## src/rtl/ama_riscv_uart.sv

```systemverilog
// ama_riscv_uart: MMIO UART, CTRL/RX/TX registers, 1-cycle reads.
// Define UART_LOOPBACK_EN to feed TX into RX and park serial_out high.
package ama_riscv_uart_pkg;

  typedef enum logic [31:0] {
    BR_9600   = 32'd9600,
    BR_19200  = 32'd19200,
    BR_38400  = 32'd38400,
    BR_57600  = 32'd57600,
    BR_115200 = 32'd115200,
    BR_230400 = 32'd230400,
    BR_460800 = 32'd460800,
    BR_921600 = 32'd921600
  } uart_baud_rate_t;

  typedef enum logic {
    DMEM_READ  = 1'b0,
    DMEM_WRITE = 1'b1
  } dmem_rtype_t;

  typedef enum logic [1:0] {
    UART_CTRL = 2'd0,
    UART_RX   = 2'd1,
    UART_TX   = 2'd2,
    UART_RSVD = 2'd3
  } uart_addr_t;

  typedef struct packed {
    logic rx_valid;
    logic tx_ready;
  } uart_ctrl_t;

endpackage

module ama_riscv_uart
  import ama_riscv_uart_pkg::*;
#(
  parameter int unsigned     CLOCK_FREQ = 100_000_000,
  parameter uart_baud_rate_t BAUD_RATE  = BR_115200
) (
  input  logic        clk,
  input  logic        rst,
  input  logic        req_valid,
  output logic        req_ready,
  input  dmem_rtype_t req_rtype,
  input  logic [3:0]  req_addr,
  input  logic [31:0] req_wdata,
  output logic        rsp_valid,
  output logic [31:0] rsp_data,
  input  logic        serial_in,
  output logic        serial_out
);

  localparam int unsigned CLKS_PER_BIT = CLOCK_FREQ / BAUD_RATE;
  localparam int unsigned CW = $clog2(CLKS_PER_BIT);
  localparam logic [CW-1:0] CNT_LAST = CW'(CLKS_PER_BIT - 1);
  localparam logic [CW-1:0] CNT_HALF = CW'(CLKS_PER_BIT / 2 - 1);
  localparam logic [CW-1:0] CNT_ONE  = CW'(1);

  if (CLKS_PER_BIT < 4) begin : g_bad_baud
    $error("ama_riscv_uart: CLKS_PER_BIT must be >= 4");
  end

  typedef enum logic [1:0] {
    TX_IDLE, TX_START, TX_DATA, TX_STOP
  } tx_state_t;

  typedef enum logic [1:0] {
    RX_IDLE, RX_START, RX_DATA, RX_STOP
  } rx_state_t;

  uart_addr_t    addr;
  uart_ctrl_t    ctrl;
  logic          rd_en;
  logic          tx_wr;
  logic [31:0]   rd_data;

  tx_state_t     tx_state_q, tx_state_d;
  logic [CW-1:0] tx_cnt_q, tx_cnt_d;
  logic [2:0]    tx_bit_q, tx_bit_d;
  logic [7:0]    tx_shift_q, tx_shift_d;
  logic          tx_last;
  logic          tx_ready;
  logic          tx_line;

  rx_state_t     rx_state_q, rx_state_d;
  logic [CW-1:0] rx_cnt_q, rx_cnt_d;
  logic [2:0]    rx_bit_q, rx_bit_d;
  logic [7:0]    rx_shift_q, rx_shift_d;
  logic          rx_last;
  logic          rx_done;
  logic          rx_src;
  logic          rx_line;
  logic          rx_fall;

  logic          sync1_q, sync2_q, rx_prev_q;
  logic          rx_valid_q, rx_valid_d;
  logic [7:0]    rx_byte_q, rx_byte_d;
  logic          rsp_valid_q, rsp_valid_d;
  logic [31:0]   rsp_data_q, rsp_data_d;
  logic          unused_bits;

`ifdef UART_LOOPBACK_EN
  assign rx_src      = tx_line;
  assign serial_out  = 1'b1;
  assign unused_bits = ^{serial_in, req_addr[1:0], req_wdata[31:8]};
`else
  assign rx_src      = serial_in;
  assign serial_out  = tx_line;
  assign unused_bits = ^{req_addr[1:0], req_wdata[31:8]};
`endif

  assign req_ready = 1'b1;
  assign rsp_valid = rsp_valid_q;
  assign rsp_data  = rsp_data_q;

  assign addr  = uart_addr_t'(req_addr[3:2]);
  assign rd_en = req_valid && (req_rtype == DMEM_READ);
  assign tx_wr = req_valid && (req_rtype == DMEM_WRITE)
              && (addr == UART_TX);

  assign ctrl.rx_valid = rx_valid_q;
  assign ctrl.tx_ready = tx_ready;

  assign tx_last = (tx_cnt_q == CNT_LAST);
  assign rx_last = (rx_cnt_q == CNT_LAST);
  assign rx_line = sync2_q;
  assign rx_fall = rx_prev_q && !rx_line;

  // TX state register and bit-timing datapath
  always_ff @(posedge clk) begin
    if (rst) begin
      tx_state_q <= TX_IDLE;
      tx_cnt_q   <= '0;
      tx_bit_q   <= '0;
      tx_shift_q <= '0;
    end else begin
      tx_state_q <= tx_state_d;
      tx_cnt_q   <= tx_cnt_d;
      tx_bit_q   <= tx_bit_d;
      tx_shift_q <= tx_shift_d;
    end
  end

  // TX next state: one bit per CLKS_PER_BIT, LSB first
  always_comb begin
    tx_state_d = tx_state_q;
    tx_cnt_d   = tx_cnt_q;
    tx_bit_d   = tx_bit_q;
    tx_shift_d = tx_shift_q;
    unique case (tx_state_q)
      TX_IDLE: begin
        if (tx_wr) begin
          tx_state_d = TX_START;
          tx_cnt_d   = '0;
          tx_shift_d = req_wdata[7:0];
        end
      end
      TX_START: begin
        if (tx_last) begin
          tx_state_d = TX_DATA;
          tx_cnt_d   = '0;
          tx_bit_d   = '0;
        end else begin
          tx_cnt_d = tx_cnt_q + CNT_ONE;
        end
      end
      TX_DATA: begin
        if (tx_last) begin
          tx_cnt_d   = '0;
          tx_bit_d   = tx_bit_q + 3'd1;
          tx_shift_d = {1'b0, tx_shift_q[7:1]};
          if (tx_bit_q == 3'd7) tx_state_d = TX_STOP;
        end else begin
          tx_cnt_d = tx_cnt_q + CNT_ONE;
        end
      end
      TX_STOP: begin
        if (tx_last) begin
          tx_state_d = TX_IDLE;
          tx_cnt_d   = '0;
        end else begin
          tx_cnt_d = tx_cnt_q + CNT_ONE;
        end
      end
      default: tx_state_d = TX_IDLE;
    endcase
  end

  // TX outputs: line level and ready flag from current state
  always_comb begin
    tx_ready = (tx_state_q == TX_IDLE);
    tx_line  = 1'b1;
    unique case (tx_state_q)
      TX_START: tx_line = 1'b0;
      TX_DATA:  tx_line = tx_shift_q[0];
      default:  tx_line = 1'b1;
    endcase
  end

  // RX state register and sampling datapath
  always_ff @(posedge clk) begin
    if (rst) begin
      rx_state_q <= RX_IDLE;
      rx_cnt_q   <= '0;
      rx_bit_q   <= '0;
      rx_shift_q <= '0;
    end else begin
      rx_state_q <= rx_state_d;
      rx_cnt_q   <= rx_cnt_d;
      rx_bit_q   <= rx_bit_d;
      rx_shift_q <= rx_shift_d;
    end
  end

  // RX next state: half-bit start check, then bit-centre sampling
  always_comb begin
    rx_state_d = rx_state_q;
    rx_cnt_d   = rx_cnt_q;
    rx_bit_d   = rx_bit_q;
    rx_shift_d = rx_shift_q;
    unique case (rx_state_q)
      RX_IDLE: begin
        if (rx_fall) begin
          rx_state_d = RX_START;
          rx_cnt_d   = '0;
        end
      end
      RX_START: begin
        if (rx_cnt_q == CNT_HALF) begin
          rx_cnt_d = '0;
          rx_bit_d = '0;
          rx_state_d = rx_line ? RX_IDLE : RX_DATA;
        end else begin
          rx_cnt_d = rx_cnt_q + CNT_ONE;
        end
      end
      RX_DATA: begin
        if (rx_last) begin
          rx_cnt_d   = '0;
          rx_bit_d   = rx_bit_q + 3'd1;
          rx_shift_d = {rx_line, rx_shift_q[7:1]};
          if (rx_bit_q == 3'd7) rx_state_d = RX_STOP;
        end else begin
          rx_cnt_d = rx_cnt_q + CNT_ONE;
        end
      end
      RX_STOP: begin
        if (rx_last) begin
          rx_state_d = RX_IDLE;
          rx_cnt_d   = '0;
        end else begin
          rx_cnt_d = rx_cnt_q + CNT_ONE;
        end
      end
      default: rx_state_d = RX_IDLE;
    endcase
  end

  // RX output: byte completes on a good stop bit
  always_comb begin
    rx_done = (rx_state_q == RX_STOP) && rx_last && rx_line;
  end

  // Register read mux, sampled in the request cycle
  always_comb begin
    rd_data = '0;
    unique case (addr)
      UART_CTRL: rd_data = {30'b0, ctrl};
      UART_RX:   rd_data = {24'b0, rx_byte_q};
      default:   rd_data = '0;
    endcase
  end

  // RX holding register and read response next state
  always_comb begin
    rx_valid_d  = rx_valid_q;
    rx_byte_d   = rx_byte_q;
    rsp_valid_d = rd_en;
    rsp_data_d  = rd_en ? rd_data : '0;
    if (rd_en && (addr == UART_RX)) rx_valid_d = 1'b0;
    if (rx_done) begin
      rx_valid_d = 1'b1;
      rx_byte_d  = rx_shift_q;
    end
  end

  // Synchronizer, RX holding register and response registers
  always_ff @(posedge clk) begin
    if (rst) begin
      sync1_q     <= 1'b1;
      sync2_q     <= 1'b1;
      rx_prev_q   <= 1'b1;
      rx_valid_q  <= 1'b0;
      rx_byte_q   <= '0;
      rsp_valid_q <= 1'b0;
      rsp_data_q  <= '0;
    end else begin
      sync1_q     <= rx_src;
      sync2_q     <= sync1_q;
      rx_prev_q   <= sync2_q;
      rx_valid_q  <= rx_valid_d;
      rx_byte_q   <= rx_byte_d;
      rsp_valid_q <= rsp_valid_d;
      rsp_data_q  <= rsp_data_d;
    end
  end

endmodule

```

## config.mk

```make
export PLATFORM = sky130hd
export DESIGN_NAME = ama_riscv_uart
export DESIGN_NICKNAME = d
export VERILOG_FILES = /design/src/rtl/ama_riscv_uart.sv
export SDC_FILE = /design/constraint.sdc
export NUM_CORES = 1
export LEC_CHECK = 0
export CELL_PAD_IN_SITES_DETAIL_PLACEMENT = 1
export CELL_PAD_IN_SITES_GLOBAL_PLACEMENT = 1
export CORE_ASPECT_RATIO = 1.4
export CORE_UTILIZATION = 40
export DETAILED_ROUTE_END_ITERATION = 12
export PLACE_DENSITY_LB_ADDON = 0.1
export SLEW_MARGIN = 20
export SYNTH_ARGS = -nofsm -noshare
export SYNTH_HDL_FRONTEND = slang
export SYNTH_SLANG_ARGS = --single-unit
```

## constraint.sdc

```tcl
create_clock -name clk -period 4.8 [get_ports clk]
set_clock_uncertainty 0.1 [all_clocks]
set_input_delay 0.96 -clock clk [delete_from_list [all_inputs] [get_ports clk]]
set_output_delay 0.96 -clock clk [all_outputs]
set_load 0.05 [all_outputs]
```

# --- Word level (Yosys, flattened, before mapping) ---
# Cells that the tools add are included.
# Widths: inputs -> output; s select.
word_totals:
  ff_bits: 91
  in_bits: 41
  output_inout_bits: 35
classes:
  add_sub_neg: 4
  n_eq_ne: 23
  muxes: 33
  n_bitwise: 2
  n_reduce_logical: 24
ops:
  columns: ["cell", "n"]
  rows:
  - ["$mux 10", 5]
  - ["$pmux 8 s2", 2]
  - ["$pmux 10 s3", 1]
  - ["$mux 2", 11]
  - ["$add 10x1->10 const B", 2]
  - ["$eq 10x10->1 const B", 2]
  - ["$ne 2x2->1 const B", 10]
  - ["$pmux 10 s2", 1]
  - ["$mux 8", 2]
  - ["$pmux 2 s4", 2]
  - ["$mux 3", 4]
  - ["$pmux 3 s2", 2]
  - ["$eq 10x9->1 const B", 1]
  - ["$eq 2x2->1 const B", 5]
  - ["$reduce_and 5->1", 2]
  - ["$reduce_and 3->1", 3]
  - ["$reduce_bool 2->1", 4]
  - ["$logic_and 1x1->1", 7]
  - ["$add 3x1->3 const B", 2]
  - ["$eq 2x1->1 const B", 3]
  - ["$eq 3x3->1 const B", 2]
  - ["$logic_not 2->1", 3]
  - ["$reduce_or 2->1", 2]
  - ["$reduce_or 3->1", 1]
  - ["5 further kinds", 7]

# --- Depth between registers and ports, before layout ---
depth:
  word_depth: 5
  ltp_mapped: 9
  depth_no_buf: 7

# --- Worst setup path before layout ---
# No wires, ideal clock.
synth_path:
  kind: "register -> output"
  from: "register tx_state_q[0]"
  to: "output serial_out"
  t_arrival_ns: 1.594
  t_required_ns: 3.740
  path_slack_ns: 2.146
  path_stages_with_launch: 6
  n_path_buf: 0
  cell_sequence: "dfxtp_1 > inv_1 > ha_1 > inv_1 > nor2_1 > a21oi_1"
synth_between:
  elab_chain_cells: 2
synth_rtl:
  columns: ["element", "line", "rtl"]
  rows:
  - ["start: declaration", "78", "tx_state_t tx_state_q, tx_state_d;"]
  - ["start signal: assignment", "138", "tx_state_q <= tx_state_d;"]
  - ["$eq 2x2->1 or $eq 2x1->1 (tied branches)", "194", "unique case (tx_state_q)"]
  - ["$pmux 1 s2 (*)", "194", null]
  - ["end: declaration", "51", "output logic serial_out"]
# Mark *: on every way between the ends. The rest lies on a longest branch, timed or not.

# --- Final worst setup path ---
# Same ends and word-level chain as after synthesis.

==> metrics <==
status finished, final reports clean; crit path launch tx_state_q[0]; post-synthesis cell type with the largest combined area dfxtp_1; Initial Util 41.53%; Pre-antenna DRT Iters 4; cells after synthesis 355; post_cts resized 0; vias in the first global route 2332; Hold Path Class reg -> reg; Top Ports 76; Routed wire per std cell 13.68 um; Syn Area/Cell 9.121 um2; Inserted Diodes 0; synth unique cells 58; Slew HR 56.68%; DR vias 2465; initial antenna violation count 0; Final ANT Viol Nets 0; count of flip-flops with a built-in enable after synthesis 0; worst setup slack after placement 1.490 ns; layout cells sized above 1 7.447%; Final #Nets 425; Die Height 108.5 um; Setup TNS 0 ns; global-route wire length before repair 11.03 mm; total grt overflow 0; Max VDD drop 0.1892 mV; Leak Pwr 0.001427 uW; FF+latch count, synth 67; max-slew violation count 0; Clk Latency, worst-skew pair 0.35 ns; max_cap viols 0; commonest cells after routing, fill and taps aside dfxtp_1, nor2_1, mux2i_1; Post-CTS Repair Setup Buffers 0; Top FF cell, synth dfxtp_1; Final setup viols 0; Worst Setup Slack, final 1.155 ns; Hold Crit Depth 1; GR Util met2 28.57%; CTS sink count 67; Crit. End Element primary output; detailed placer's ending HPWL 4.633 mm; CTS tree yes; asr flop ratio synth 0%; Util after Layout 46.47%; CP max FO 12; Port Buffers 24; total track usage 16.79%; Area Overhead vs Synth 11.90%; Clock Path Buffers 2; Hold Vio Cnt, Final 0; H-tree levels 3; Critical Path AT 2.59 ns; worst r2r src tx_state_q[0]; CTS root buf clkbuf_8; most used routing layer in global routing met2; Starting DRT DRC Count 98; Synth Warn # 0; vias per cell 5.179; pin count of the biggest net entering global routing 31; cts bufs inserted 9; DRC violations left 0; fin crit period 3.645 ns; PwrDens 412.5 mW/mm2; final wirelength 6.513 mm; Synth top area share 41.42%; Core Footprint 0.007797 mm2; Worst Max-Slew Pin Slew 0.6479 ns; GR Util met3 4.810%; FF-to-FF path depth 7; synthesized cell area 0.003238 mm2; Hold WS 0.3160 ns; Critical Path RT 3.74 ns; die width 78.04 um; area of the die 0.008464 mm2; most common cell after layout, fill and taps aside dfxtp_1; met1 Track Usage GR 19.41%; gpl congestion 0.7270; cell row count 38; worst hold start sync1_q; cts-stage hold buffer count 0; dominant cells by area after synthesis dfxtp_1, mux2i_1, buf_4; Crit Path Category reg -> out; part of the cycle the worst path needs 75.94%; unrepaired setup endpoints after global routing false; total power 1495 uW; Max Fclk 274.3 MHz; startpoint types register; clk slew on worst S/H paths 0.07 ns; sequential area share after synthesis 41.42%
## sequential cells by signal, indices dropped and copies added, names as in the netlist, 3 cells and up, named ones only
signal and cells:
rx_cnt_q 10, tx_shift_q 8, tx_cnt_q 10, rsp_data 8, rx_shift_q 8, rx_bit_q 3, tx_bit_q 3, rx_byte_q 8
## path summary, 6_finish.rpt
check             endpoint  slack, ns
max             serial_out       1.15
min                rx_line       0.32
max reg2reg  tx_shift_q[7]       2.28
min reg2reg        rx_line       0.32
## critical path: stages, from the launching register on
cell and delay (ns):
dfxtp_1 0.33, inv_1 0.13, ha_1 0.53, inv_1 0.25, a21oi_1 0.19, clkdlybuf4s50_1 0.82
## report_power, final
group          total (uW)  internal, uW  switching [uW]
Combinational         357           120             238
Sequential            636           602            34.1
Clock                 502           289             213
## metal layers
metal | part of all wire, % | vias to the layer above
li1 | - | 1233
met1 | 45 | 1196
met2 | 51 | 26
met3 | 2.5 | 10
met4 | 1.8 | 0
met5 | 0 | -
## area by class of cell
cell class | instances | area, um2
clock inverter | 5 | 78.83
clock buffer | 10 | 127.6
tap | 100 | 125.1
timing repair buffer | 25 | 242.7
fill | 939 | 4174
multi-input combinational | 258 | 1667
inverter | 11 | 41.29
sequential | 67 | 1341
## stage by stage
step           std cells  instance area, um2
2_1_floorplan        378                3324
3_3_place_gp         461                3417
3_5_place_dp         461                3417
4_1_cts              476                3623
5_1_grt              476                3623
6_report             476                3623
## cells by family (layout without fill, tap and decap cells)
family                     after synthesis  in the layout  synth area share [%]
other                                    2             25                0.2319
AOI/OAI and AO/OA                       65             65                 14.53
DFF                                     67             67                 41.42
xor gates and xnor gates                 2              2                0.5411
muxes                                   28             28                 8.694
and+or+nand+nor                        126            126                 20.17
adders and majority gates               12             12                 4.637
buffers and inverters                   53             51                 9.776
## Yosys cell counts, types with 4 or more instances
cell / number
buf_4: 26
dfxtp_1: 67
clkbuf_1: 11
o21ai_0: 8
nand3_1: 7
inv_1: 10
mux2i_1: 27
and2_1: 9
a31oi_1: 4
nand2_1: 21
a21oi_1: 14
a211oi_1: 9
a311oi_1: 5
nor2_1: 51
nor3_1: 8
ha_1: 12
Power figures use the tool's default switching activity.
